==> config.mk <==
export PLATFORM = sky130hd
export DESIGN_NAME = muldiv_unit
export DESIGN_NICKNAME = d
export VERILOG_FILES = /design/src/rtl/muldiv_unit.sv
export SDC_FILE = /design/constraint.sdc
export NUM_CORES = 1
export LEC_CHECK = 0
export CAP_MARGIN = 10
export CORE_ASPECT_RATIO = 2
export CORE_MARGIN = 8
export CORE_UTILIZATION = 40
export CTS_CLUSTER_SIZE = 10
export DETAILED_ROUTE_END_ITERATION = 6
export PLACE_DENSITY_LB_ADDON = 0.08
export SLEW_MARGIN = 20
export SYNTH_ARGS = -nofsm -noshare
export SYNTH_HDL_FRONTEND = slang
export SYNTH_SLANG_ARGS = --single-unit
==> constraint.sdc <==
create_clock -name clk -period 8.11 [get_ports clk]
set_clock_uncertainty 0.1 [all_clocks]
set_input_delay 1.2165 -clock clk [delete_from_list [all_inputs] [get_ports clk]]
set_output_delay 1.2165 -clock clk [all_outputs]
set_load 0.02 [all_outputs]
==> src/rtl/muldiv_unit.sv <==
// Multi-cycle radix-2 multiply/divide engine for the EX stage.
// Runs 32 iterations for MULT/MULTU/DIV/DIVU and presents a registered {HI,LO} result.
module muldiv_unit (
  input  logic        clk,
  input  logic        rst,
  input  logic [4:0]  alu_control,
  input  logic [31:0] src_a,
  input  logic [31:0] src_b,
  input  logic        valid,
  input  logic        flush,
  input  logic        stall_in,
  output logic        stall_o,
  output logic        hilo_valid,
  output logic [63:0] hilo_out
);

  // Operation codes shared with the decode stage.
  localparam logic [4:0] ALU_SIGNED_MULT   = 5'd10;
  localparam logic [4:0] ALU_UNSIGNED_MULT = 5'd11;
  localparam logic [4:0] ALU_SIGNED_DIV    = 5'd12;
  localparam logic [4:0] ALU_UNSIGNED_DIV  = 5'd13;

  typedef enum logic [1:0] {
    ST_IDLE = 2'd0,
    ST_RUN  = 2'd1,
    ST_DONE = 2'd2
  } state_t;

  state_t      state_q, state_d;
  logic [5:0]  cnt_q, cnt_d;
  logic        is_div_q, is_div_d;
  logic        neg_res_q, neg_res_d;
  logic        neg_rem_q, neg_rem_d;
  logic        dbz_q, dbz_d;
  logic [31:0] src_a_q, src_a_d;
  logic [31:0] opnd_q, opnd_d;
  logic [63:0] acc_q, acc_d;
  logic [63:0] hilo_q, hilo_d;
  logic        hilo_valid_q, hilo_valid_d;

  logic        is_md_s, op_signed_s, op_div_s, start_s;
  logic [31:0] mag_a_s, mag_b_s;
  logic [32:0] mul_sum_s, rem_sh_s;
  logic [31:0] div_diff_s, rem_nxt_s;
  logic        div_ge_s;
  logic [63:0] step_s, fin_s;

  // Decode the operation code and form operand magnitudes for the issue cycle.
  always_comb begin
    is_md_s     = 1'b0;
    op_signed_s = 1'b0;
    op_div_s    = 1'b0;
    case (alu_control)
      ALU_SIGNED_MULT:   begin is_md_s = 1'b1; op_signed_s = 1'b1; end
      ALU_UNSIGNED_MULT: begin is_md_s = 1'b1; end
      ALU_SIGNED_DIV:    begin is_md_s = 1'b1; op_signed_s = 1'b1; op_div_s = 1'b1; end
      ALU_UNSIGNED_DIV:  begin is_md_s = 1'b1; op_div_s = 1'b1; end
      default:           begin is_md_s = 1'b0; end
    endcase
    start_s = valid & ~flush & (state_q == ST_IDLE) & is_md_s;
    mag_a_s = (op_signed_s && src_a[31]) ? (32'd0 - src_a) : src_a;
    mag_b_s = (op_signed_s && src_b[31]) ? (32'd0 - src_b) : src_b;
  end

  // One radix-2 iteration plus the sign/divide-by-zero fixup of the final value.
  always_comb begin
    mul_sum_s  = {1'b0, acc_q[63:32]} + (acc_q[0] ? {1'b0, opnd_q} : 33'd0);
    rem_sh_s   = {acc_q[63:32], acc_q[31]};
    div_ge_s   = (rem_sh_s >= {1'b0, opnd_q});
    div_diff_s = rem_sh_s[31:0] - opnd_q;
    rem_nxt_s  = div_ge_s ? div_diff_s : rem_sh_s[31:0];
    if (is_div_q) begin
      step_s = {rem_nxt_s, acc_q[30:0], div_ge_s};
    end else begin
      step_s = {mul_sum_s, acc_q[31:1]};
    end
    if (!is_div_q) begin
      fin_s = neg_res_q ? (64'd0 - step_s) : step_s;
    end else if (dbz_q) begin
      fin_s = {src_a_q, 32'hFFFF_FFFF};
    end else begin
      fin_s[63:32] = neg_rem_q ? (32'd0 - step_s[63:32]) : step_s[63:32];
      fin_s[31:0]  = neg_res_q ? (32'd0 - step_s[31:0])  : step_s[31:0];
    end
  end

  // Next-state, operand capture and result registration.
  always_comb begin
    state_d      = state_q;
    cnt_d        = cnt_q;
    is_div_d     = is_div_q;
    neg_res_d    = neg_res_q;
    neg_rem_d    = neg_rem_q;
    dbz_d        = dbz_q;
    src_a_d      = src_a_q;
    opnd_d       = opnd_q;
    acc_d        = acc_q;
    hilo_d       = hilo_q;
    hilo_valid_d = 1'b0;
    case (state_q)
      ST_IDLE: begin
        if (start_s) begin
          is_div_d  = op_div_s;
          neg_res_d = op_signed_s & (src_a[31] ^ src_b[31]);
          neg_rem_d = op_signed_s & op_div_s & src_a[31];
          dbz_d     = op_div_s & (src_b == 32'd0);
          src_a_d   = src_a;
          opnd_d    = op_div_s ? mag_b_s : mag_a_s;
          acc_d     = {32'd0, op_div_s ? mag_a_s : mag_b_s};
          cnt_d     = 6'd0;
          state_d   = ST_RUN;
        end else begin
          state_d = ST_IDLE;
        end
      end
      ST_RUN: begin
        if (flush) begin
          state_d = ST_IDLE;
        end else begin
          acc_d = step_s;
          cnt_d = cnt_q + 6'd1;
          if (cnt_q == 6'd31) begin
            hilo_d       = fin_s;
            hilo_valid_d = 1'b1;
            state_d      = ST_DONE;
          end else begin
            state_d = ST_RUN;
          end
        end
      end
      ST_DONE: begin
        if (flush) begin
          state_d = ST_IDLE;
        end else if (stall_in) begin
          hilo_valid_d = 1'b1;
          state_d      = ST_DONE;
        end else begin
          state_d = ST_IDLE;
        end
      end
      default: begin
        state_d = ST_IDLE;
      end
    endcase
  end

  // State and datapath registers.
  always_ff @(posedge clk or posedge rst) begin
    if (rst) begin
      state_q      <= ST_IDLE;
      cnt_q        <= 6'd0;
      is_div_q     <= 1'b0;
      neg_res_q    <= 1'b0;
      neg_rem_q    <= 1'b0;
      dbz_q        <= 1'b0;
      src_a_q      <= 32'd0;
      opnd_q       <= 32'd0;
      acc_q        <= 64'd0;
      hilo_q       <= 64'd0;
      hilo_valid_q <= 1'b0;
    end else begin
      state_q      <= state_d;
      cnt_q        <= cnt_d;
      is_div_q     <= is_div_d;
      neg_res_q    <= neg_res_d;
      neg_rem_q    <= neg_rem_d;
      dbz_q        <= dbz_d;
      src_a_q      <= src_a_d;
      opnd_q       <= opnd_d;
      acc_q        <= acc_d;
      hilo_q       <= hilo_d;
      hilo_valid_q <= hilo_valid_d;
    end
  end

  // Stall must freeze EX in the issue cycle, so it is combinational.
  always_comb begin
    if (rst) begin
      stall_o = 1'b0;
    end else begin
      stall_o = start_s | (state_q == ST_RUN);
    end
  end

  assign hilo_valid = hilo_valid_q;
  assign hilo_out   = hilo_q;

endmodule

# After elaboration in Yosys (flattened, before gate mapping)

Index checks and enable logic that the tools add are counted.

Order comparisons: 1
Multipliers: 0
Shift operators: 0
$add $sub $neg: 8
Divide/modulo/power cells: 0
Bitwise logic cells: 10
Equal/unequal tests: 9
Mux-type cells: 33
Reductions and logical operators: 11

Operator list:

| cell                                                                  | number |
|---|---|
| 64-bit 2-to-1 mux                                                     | 6 |
| 32-bit 2-to-1 mux                                                     | 8 |
| 64-bit case mux with 2 select lines                                   | 1 |
| 1-bit by 32-bit subtractor with 32-bit output, first input constant   | 4 |
| 1-bit by 64-bit subtractor with 64-bit output, first input constant   | 1 |
| 32-bit by 32-bit adder with 33-bit output                             | 1 |
| 33-bit by 32-bit greater-or-equal comparator with 1-bit output        | 1 |
| 32-bit zero test                                                      | 1 |
| 32-bit subtractor                                                     | 1 |
| 5-bit by 4-bit equality test with 1-bit output, second input constant | 4 |
| 6-bit 2-to-1 mux                                                      | 2 |
| 6-bit case mux with 2 select lines                                    | 1 |
| 1-bit 2-to-1 mux                                                      | 9 |
| 2-bit 2-to-1 mux                                                      | 4 |
| 1-bit AND                                                             | 7 |
| 6-bit by 1-bit adder with 6-bit output, second input constant         | 1 |
| 6-bit by 5-bit equality test with 1-bit output, second input constant | 1 |
| 2-bit case mux with 3 select lines                                    | 1 |
| 3-bit AND reduction                                                   | 2 |
| 2-bit inequality test, second input constant                          | 2 |
| 2-bit OR reduction                                                    | 2 |
| 4-bit OR reduction                                                    | 1 |
| 2-bit by 1-bit equality test with 1-bit output, second input constant | 1 |
| 2-bit equality test, second input constant                            | 1 |
| 8 further kinds                                                       | 9 |

Bits in read-only memories: 0
Register bits after elaboration: 205
Output and inout bits: 66
Memory bits (writable): 0
Bits in latches: 0
Memories: 0

# Depth between registers and ports, before layout

Gate-level depths: netlist (run 1).

Word-level depth: 8
Mapped depth: 25

# Worst setup path after synthesis (run 1)

Ideal clock, no wire load.

Kind: flip-flop to flip-flop
Start: reg is_div_q
End: reg hilo_q[60], in the netlist hilo_out[60]
Setup slack: 2528 ps
Library setup time: 121 ps
Buffers on the path: 8
Stages on the path, launching flop included: 22
Data arrival time: 5361 ps
Required time: 7889 ps
Clock period less this slack: 5582 ps
Cell sequence: dfrtp_1 > buf_2 > buf_2 > buf_1 > clkbuf_1 > buf_2 > buf_2 > buf_2 > buf_1 > mux2i_1 > ha_1 > nor3b_1 > o221ai_1 > nor2_1 > nand3_1 > nor2_1 > nand3_1 > or4_1 > o41ai_1 > xnor2_1 > a21oi_1 > a22o_1

Cells in the longest elaborated chain, start to end: 5
Elaborated cells between the ends (all ways): 7
Those cells by class: 2 x add/sub; 5 x mux

Ends and longest elaborated chain:

| element                                       | RTL line | RTL |
|---|---|---|
| from (decl)                                   | 31       | `logic is_div_q, is_div_d;` |
| from (signal assigned)                        | 164      | `is_div_q <= is_div_d;` |
| 64-bit 2-to-1 mux                             | 72       | `if (is_div_q) begin` |
| 1-bit by 32-bit subtractor with 32-bit output | 82       | `fin_s[63:32] = neg_rem_q ? (32'd0 - step_s[63:32]) : step_s[63:32];` |
| 32-bit 2-to-1 mux                             | 82       |  |
| 64-bit 2-to-1 mux                             | 79       | `end else if (dbz_q) begin` |
| 64-bit 2-to-1 mux (*)                         | 77       | `if (!is_div_q) begin` |
| to (signal assigned)                          | 171      | `hilo_q <= hilo_d;` |
| to (decl)                                     | 38       | `logic [63:0] hilo_q, hilo_d;` |

Mark *: on every way between the ends. The rest lies on a longest branch, timed or not.
A chain may end at the register's enable or synchronous reset.

# Worst setup path after layout (run 1)

Start: reg opnd_q[18]
End: reg hilo_q[60], in the netlist hilo_out[60]

Cells in the longest elaborated chain, start to end: 7
Elaborated cells between the ends (all ways): 12
Those cells by class: 4 x add/sub; 1 x order compare; 7 x mux

Ends and longest elaborated chain:

| element                                                                               | RTL line | RTL |
|---|---|---|
| from (decl)                                                                           | 36       | `logic [31:0] opnd_q, opnd_d;` |
| from (signal assigned)                                                                | 169      | `opnd_q <= opnd_d;` |
| 32-bit 2-to-1 mux, or another cell as far along                                       | 67       | `mul_sum_s = {1'b0, acc_q[63:32]} + (acc_q[0] ? {1'b0, opnd_q} : 33'd0);` |
| 32-bit by 32-bit adder with 33-bit output / 32-bit 2-to-1 mux (equally long branches) | 67, 71   |  |
| 64-bit 2-to-1 mux (*)                                                                 | 72       |  |
| 1-bit by 32-bit subtractor with 32-bit output                                         | 82       |  |
| 32-bit 2-to-1 mux                                                                     | 82       |  |
| 64-bit 2-to-1 mux                                                                     | 79       |  |
| 64-bit 2-to-1 mux (*)                                                                 | 77       |  |

Marks and branches as above.

==> results of run 1 <==
## metrics by stage
stage,util,hold slack [ns]
2_1_floorplan,-,0.342
3_3_place_gp,0.443,0.365
3_5_place_dp,0.443,0.371
4_1_cts,0.459,0.384
5_1_grt,0.460,0.400
6_report,0.460,0.380
## how the worst max path moves through the flow
| stage | endpoint | slack, ns | cells past startpoint |
|---|---|---|---|
| 2_1_floorplan | acc_q[0] | 1.20 | 1 |
| 3_3_place_gp | hilo_out[60] | 1.72 | 22 |
| 3_5_place_dp | hilo_out[60] | 1.51 | 22 |
| 4_1_cts | hilo_out[60] | 1.49 | 22 |
| 5_1_grt | hilo_out[60] | 0.90 | 22 |
| 6_report | hilo_out[60] | 1.39 | 22 |
## placed cells by master (no fill, tap or decap), drive strengths merged, types with 60 or more instances in the layout
cell type	Yosys	routed
o21ai	186	186
inv	84	85
ha	73	73
xnor2	99	99
a21oi	136	136
dfrtp	205	205
nor3	60	60
xor2	75	75
clkdlybuf4s50	0	139
nor2	161	161
nand2	259	259
## worst min-delay path, delay by kind of cell (launching register included)
kind,cells,cell delay [ns]
AND/OR/NAND/NOR,1,0.04
flip-flops,1,0.34
AO/OA/AOI/OAI,1,0.06
## cell type report
cell class              count  area (µm²)  area share
clock inverters             2        50.0     0.00243
inverters                  87         334      0.0162
repair buffers            169        1630      0.0792
flip-flops and latches    205        5140       0.250
clock buffers              37         691      0.0336
well taps                 560         701      0.0341
multi-input cells        1800       12000       0.585
## cell families (layout without fill, tap and decap cells)
| group | count (synthesis) | in the layout |
|---|---|---|
| compound gates | 714 | 714 |
| xor+xnor | 174 | 174 |
| fa+ha+maj | 75 | 75 |
| buf+inv | 218 | 295 |
| flops | 205 | 205 |
| mux | 95 | 95 |
| simple gates | 742 | 742 |
## per-layer routing
metal | share of wire | track usage | wire (µm) | vias up
met5 | 0 | 0 | 0 | -
met4 | 0.079 | 0.205 | 6140 | 0
met3 | 0.060 | 0.0356 | 4620 | 182
met2 | 0.45 | 0.461 | 35000 | 726
met1 | 0.41 | 0.364 | 31800 | 8719
li1 | - | - | - | 8324
## power by group
group          internal (µW)  switching, µW  total (µW)
registers               1170            171        1340
logic                    725           1300        2020
clock network            616            474        1090
total                   2510           1940        4450
## flip-flops by register name, summed over array words and instances, names as in the netlist
name / count
hilo_out: 64
opnd_q: 32
acc_q: 64
is_div_q: 1
state_q: 2
dbz_q: 1
neg_res_q: 1
src_a_q: 32
neg_rem_q: 1
hilo_valid: 1
cnt_q: 6
==> summary.md, run 1 <==
| Metric | Value |
|---|---|
| Die W | 166 µm |
| PwrDens | 216 nW/µm² |
| Worst slack at placement | 1.51 ns |
| Max clock buf depth | 3 |
| CTS sink cnt | 205 |
| Max Fclk | 149 MHz |
| Post-route design area | roughly 20000 µm² |
| Status | finished clean |
| Endpoint of the lowest-slack register-to-register path | hilo_out[60] |
| CP Launch Point | opnd_q[18] |
| WP data arrival | between 7 and 8 ns |
| Avg Synthesized Cell Area | 8.08 µm² |
| Async set-reset flop share out of synthesis | 1.00 |
| Largest net degree at the start of global routing | 96 |
| N_diodes | 0 |
| CTS buffer count | 25 |
| Routed wire length | 77600 µm |
| Post-synthesis mux area share | 0.0554 |
| Synth top area cells | dfrtp_1 29%, nand2_1 5.3%, ha_1 5.1% |
| Syn nets | 2372 |
| Unrepaired setup endpoints after global routing | no |
| PortBufs | 139 |
| Critical-path cell list | inv_1, ha_1, a21oi_1, o21ai_2, a2111oi_2, o211a_1, nand2_4, nand2_1, inv_1, a21oi_1, ha_1, nor3b_1, o221ai_1, nor2_1, nand3_1, nor2_1, nand3_1, or4_1, o41ai_1, xnor2_1, a21oi_1, a22o_1 |
| Reg2reg path depth | 22 |
| CTS tree | done |
| Yosys synthesis warning count | 0 |
| Cts repair resizes | 0 |
| Post-layout net count | 2437 |
| Netlist cell types | 101 |
| Number of global-route vias before repair | 17600 |
| Max-slew violations | 0 |
| Share of layout cells above drive strength 1 | 0.0648 |
| Hold buffer count at CTS | 0 |
| Hold Crit Class | flip-flop to flip-flop |
| HPWL after DPL | between 50000 and 60000 µm |
| Worst r2r src | opnd_q[18] |
| Dpl cell area | 19800 µm² |
| Startpoint types | flip-flop |
| Critical Path Fanout Max | 13 |
| Crit path time final | 6.72 ns |
| # IOs | 140 |
| Mapped Area | 18000 µm² |
| RD Place Congestion | 0.954 |
| Overall power | 4450 µW |
| Grt total ovfl | 0 |
| Via density | 6.28 |
| Count leader, synth | nand2_1 |
| Hold path depth | 2 |
| Slowest cell on crit path | or4_1 |
| Clk_lat worst skew | 0.57 ns |
| Simple-Gate Fraction of Synth Area | 0.201 |
| Max incr delay on CP | around 0.73 ns |
| DRC Markers | 0 |
| Final hold viol count | 0 |
| CTS root buf | clkbuf_16 |
| Synth top cells by count | 256 x nand2_1, 205 x dfrtp_1, 178 x o21ai_0, 160 x nor2_1, 133 x a21oi_1 |
| Post-CTS setup buffers | 0 |
| Fillers | 4456 |
| PnR worst setup slack | 1.39 ns |
| Synth Flop Type | dfrtp_1 |
| CP endpoint kind | flip-flop |
| Syn-to-layout area delta | 14.5% |
| Reg2Reg Setup Slack | between 1 and 1.5 ns |
| Final critical-path share of the clock period | 0.828 |
| All-layer global routing usage | 0.291 |
| TritonRoute pass-1 iters | 5 |
| Buf+Inv Stages, Crit Path | 2 |
| Family with the most delay on the worst path | compound AO/OA/AOI/OAI gates |
| Final ANT Viol Nets | 0 |
| Post-Synth XOR/XNOR Area | 0.0848 |
| Max_cap viols | 0 |
| Final Setup Violations | 0 |
| Critical path required time | between 8 and 9 ns |
| Cells after synthesis | approximately 2200 |
| Setup TNS | 0 ns |
| VDD IR max | 0.187 mV |
| Hold Path Sink | hilo_out[40] |
| Htree depth | 1 |
| Inst Count DP | 2821 |
| Largest family of logic cells by synthesized area | compound AO/OA/AOI/OAI gates |
| EDFF count, synth | 0 |
| Drt wl/cell | 27.1 µm |
| Yosys reg bits | 205 |
| Core box area | 44700 µm² |
| Die ar. | 52400 µm² |
| Hold wc startpoint | hilo_out[40] |
| Total number of vias | 18000 |
| Worst slew pin tran | 1.08 ns |
| Critical Setup Path Class | flip-flop to flip-flop |
| First-pass GRT wire length | ~120000 µm |
| Die Height | between 300 and 400 µm |
| Yosys top cell by area | dfrtp_1 |
| Yosys top cell area share | 0.286 |
| Non-filler cells, final | 2860 |
| Post-synthesis sequential area ratio | 0.286 |
| Antenna violations before repair | 1 |
| Num rows | 110 |
| Initial Util | 0.402 |
| Initial drt markers | 1637 |
| Slew headroom | 0.276 |
| Adder-cell share of the synthesized area | 0.0531 |
| Most used cell, CP | a21oi_1 |
| Clk pin slew, worst setup/hold paths | 0.06 ns |
| Synth Area in Compound Gates | 0.272 |
| P_leak | 0.00843 µW |
Note: power is estimated with default switching activity, not from simulation.
==> run 2, diff against run 1 <==
Clock period 8.11 ns to 5.4 ns, I/O delays scaled along.
==> summary.md, run 2 (synthesis gave the netlist of run 1 again) <==
| Metric | Value |
|---|---|
| Status | finished clean |
| Die W | 166 µm (unchanged) |
| Final hold viol count | 0 (unchanged) |
| Inst Count DP | 2993 (+6.1%) |
| CTS buffer count | 26 (+4.0%) |
| Die Height | 316 µm (unchanged) |
| CTS root buf | clkbuf_16 |
| Hold wc startpoint | hilo_out[38] |
| Post-route design area | 22000 µm² (+7.1%) |
| Number of global-route vias before repair | 18100 (+3.0%) |
| P_leak | 0.00932 µW (+11%) |
| Clock Power Share | 0.241 (-0.004) |
| Comb power frac | 0.483 (+0.029) |
| Max_cap viols | 0 (unchanged) |
| Htree depth | 1 (unchanged) |
| Core box area | 44700 µm² (unchanged) |
| Worst slack at placement | 0.0419 ns (-1.47 ns) |
| Antenna violations before repair | 0 (-1) |
| Syn-to-layout area delta | 22.6% |
| Grt total ovfl | 0 (unchanged) |
| Psw | 3050 µW (+57%) |
| Hold path depth | 2 (unchanged) |
| Max-slew violations | 0 (unchanged) |
| Pint | 4120 µW (+64%) |
| Worst r2r src | acc_q[31] |
| Post-layout net count | 2612 (+7.2%) |
| Most common cell after layout, fill and taps aside | nand2_1 |
| CTS tree | done |
| HPWL after DPL | 62500 µm (+5.1%) |
| Initial Util | 0.402 (unchanged) |
| N_diodes | 0 (unchanged) |
| Hold buffer count at CTS | 0 (unchanged) |
| Hold Crit Class | flip-flop to flip-flop |
| PnR worst setup slack | 0.148 ns (-1.24 ns) |
| Via density | 6.12 (-2.6%) |
| Largest net degree at the start of global routing | 91 (-5.2%) |
| Drt wl/cell | 26.3 µm (-3.0%) |
| TritonRoute pass-1 iters | 5 (unchanged) |
| VDD IR max | 0.231 mV (+23%) |
| First-pass GRT wire length | 119000 µm (+2.5%) |
| Routed wire length | 79900 µm (+3.0%) |
| Dpl cell area | 21100 µm² (+6.7%) |
| Clk pin slew, worst setup/hold paths | 0.06 ns (about the same) |
| Clk_lat worst skew | 0.57 ns (about the same) |
| Startpoint types | flip-flop |
| Reg2Reg Setup Slack | 0.15 ns (-1.24 ns) |
| Final Setup Violations | 0 (unchanged) |
| PortBufs | 139 (unchanged) |
| Reg2reg path depth | 17 (-23%) |
| Final critical-path share of the clock period | 0.973 (+0.144) |
| Critical Path Fanout Max | 5 (-8) |
| CTS sink cnt | 205 (unchanged) |
| Total number of vias | 18600 (+3.4%) |
| Crit path time final | 5.25 ns (-1.47 ns) |
| WP data arrival | 5.59 ns (-1.49 ns) |
| Slew headroom | 0.209 (-0.0667) |
| Share of layout cells above drive strength 1 | 0.136 (+0.0713) |
| Switch share | 0.425 (-0.0113) |
| CP endpoint kind | flip-flop |
| Max Fclk | 190 MHz (+28%) |
| Hold Path Sink | hilo_out[38] |
| Max clock buf depth | 3 (unchanged) |
| Critical Setup Path Class | flip-flop to flip-flop |
| # IOs | 140 (unchanged) |
| Sequential power share | 0.276 (-0.025) |
| Die ar. | 52400 µm² (unchanged) |
| Critical path required time | 5.74 ns (-2.74 ns) |
| DRC Markers | 0 (unchanged) |
| Commonest non-fill, non-tap cells in the layout | 256 x nand2_1, 202 x dfrtp_1, 198 x buf_4, 175 x o21ai_0, 158 x nor2_1 |
| RD Place Congestion | 0.988 (+3.6%) |
| All-layer global routing usage | 0.298 (+0.00767) |
| Non-filler cells, final | 3036 (+6.2%) |
| Worst slew pin tran | 1.18 ns (+0.0928 ns) |
| Final ANT Viol Nets | 0 (unchanged) |
| Initial drt markers | 1514 (-7.5%) |
| Num rows | 110 (unchanged) |
| Endpoint of the lowest-slack register-to-register path | hilo_out[58] |
| PwrDens | 325 nW/µm² (+50%) |
-- run 2: per-stage QoR --
step,util,hold WS (ns),setup TNS (ns),total power (µW)
finish,0.492,0.379,0,7160
global route,0.492,0.404,-0.0828,7540
CTS,0.490,0.383,0,7110
detailed placement,0.473,0.370,0,5370
global placement,0.473,0.362,0,5370
floorplan,-,0.342,0,4010
-- run 2: layout make-up --
type,instances,area [µm²]
inverter,87,330
fill,4466,22700
timing repair buffer,343,3000
clock buffer,38,746
multi-input combinational,1800,12100
clock inverter,3,55.1
tap,560,701
sequential,205,5140
-- run 2: what timing repair did --
item / 4_1_cts / 5_1_grt
gates resized for setup: 0 / 17
buffers inserted: 0 / 2
setup endpoints to repair: 0 / 21
hold endpoints to repair: 0 / 0
-- run 2: power by group through the flow --
stage          Sequential (µW)  Clock, µW  Combinational (µW)
2_1_floorplan             1900          0                2110
3_3_place_gp              1990          0                3380
3_5_place_dp              2000          0                3370
4_1_cts                   1970       1750                3380
5_1_grt                   2010       1810                3730
6_report                  1980       1730                3460
-- run 2: how the worst max path moves through the flow --
| stage | depth (start not counted) | from | end |
|---|---|---|---|
| 2_1_floorplan | 21 | is_div_q | hilo_out[60] |
| 3_3_place_gp | 17 | acc_q[0] | hilo_out[58] |
| 3_5_place_dp | 17 | acc_q[0] | hilo_out[58] |
| 4_1_cts | 17 | acc_q[0] | hilo_out[58] |
| 5_1_grt | 22 | opnd_q[16] | hilo_out[60] |
| 6_report | 17 | acc_q[31] | hilo_out[58] |
-- run 2: metal layers --
layer	up-vias	track usage	wire length, µm	part of all wire
met5	-	0	0	0
met4	0	0.197	5900	0.074
met3	175	0.0278	4480	0.056
met2	710	0.479	36300	0.45
met1	9016	0.379	33200	0.42
li1	8667	-	-	-
-- run 2: worst max-delay path, cell delays in order (launching register included) --
cell and delay (ns):
dfrtp_1 0.34, inv_1 0.10, ha_1 0.23, inv_1 0.08, fa_1 0.21, a21o_1 0.17, a221o_1 0.37, a211oi_2 0.18
o31ai_1 1.00, nand2_1 0.16, xor2_1 0.23, a311oi_1 0.16, or4b_1 0.54, nor4b_1 0.53, buf_4 0.21, a21oi_1 0.09
xnor2_1 0.15, a211o_1 0.29
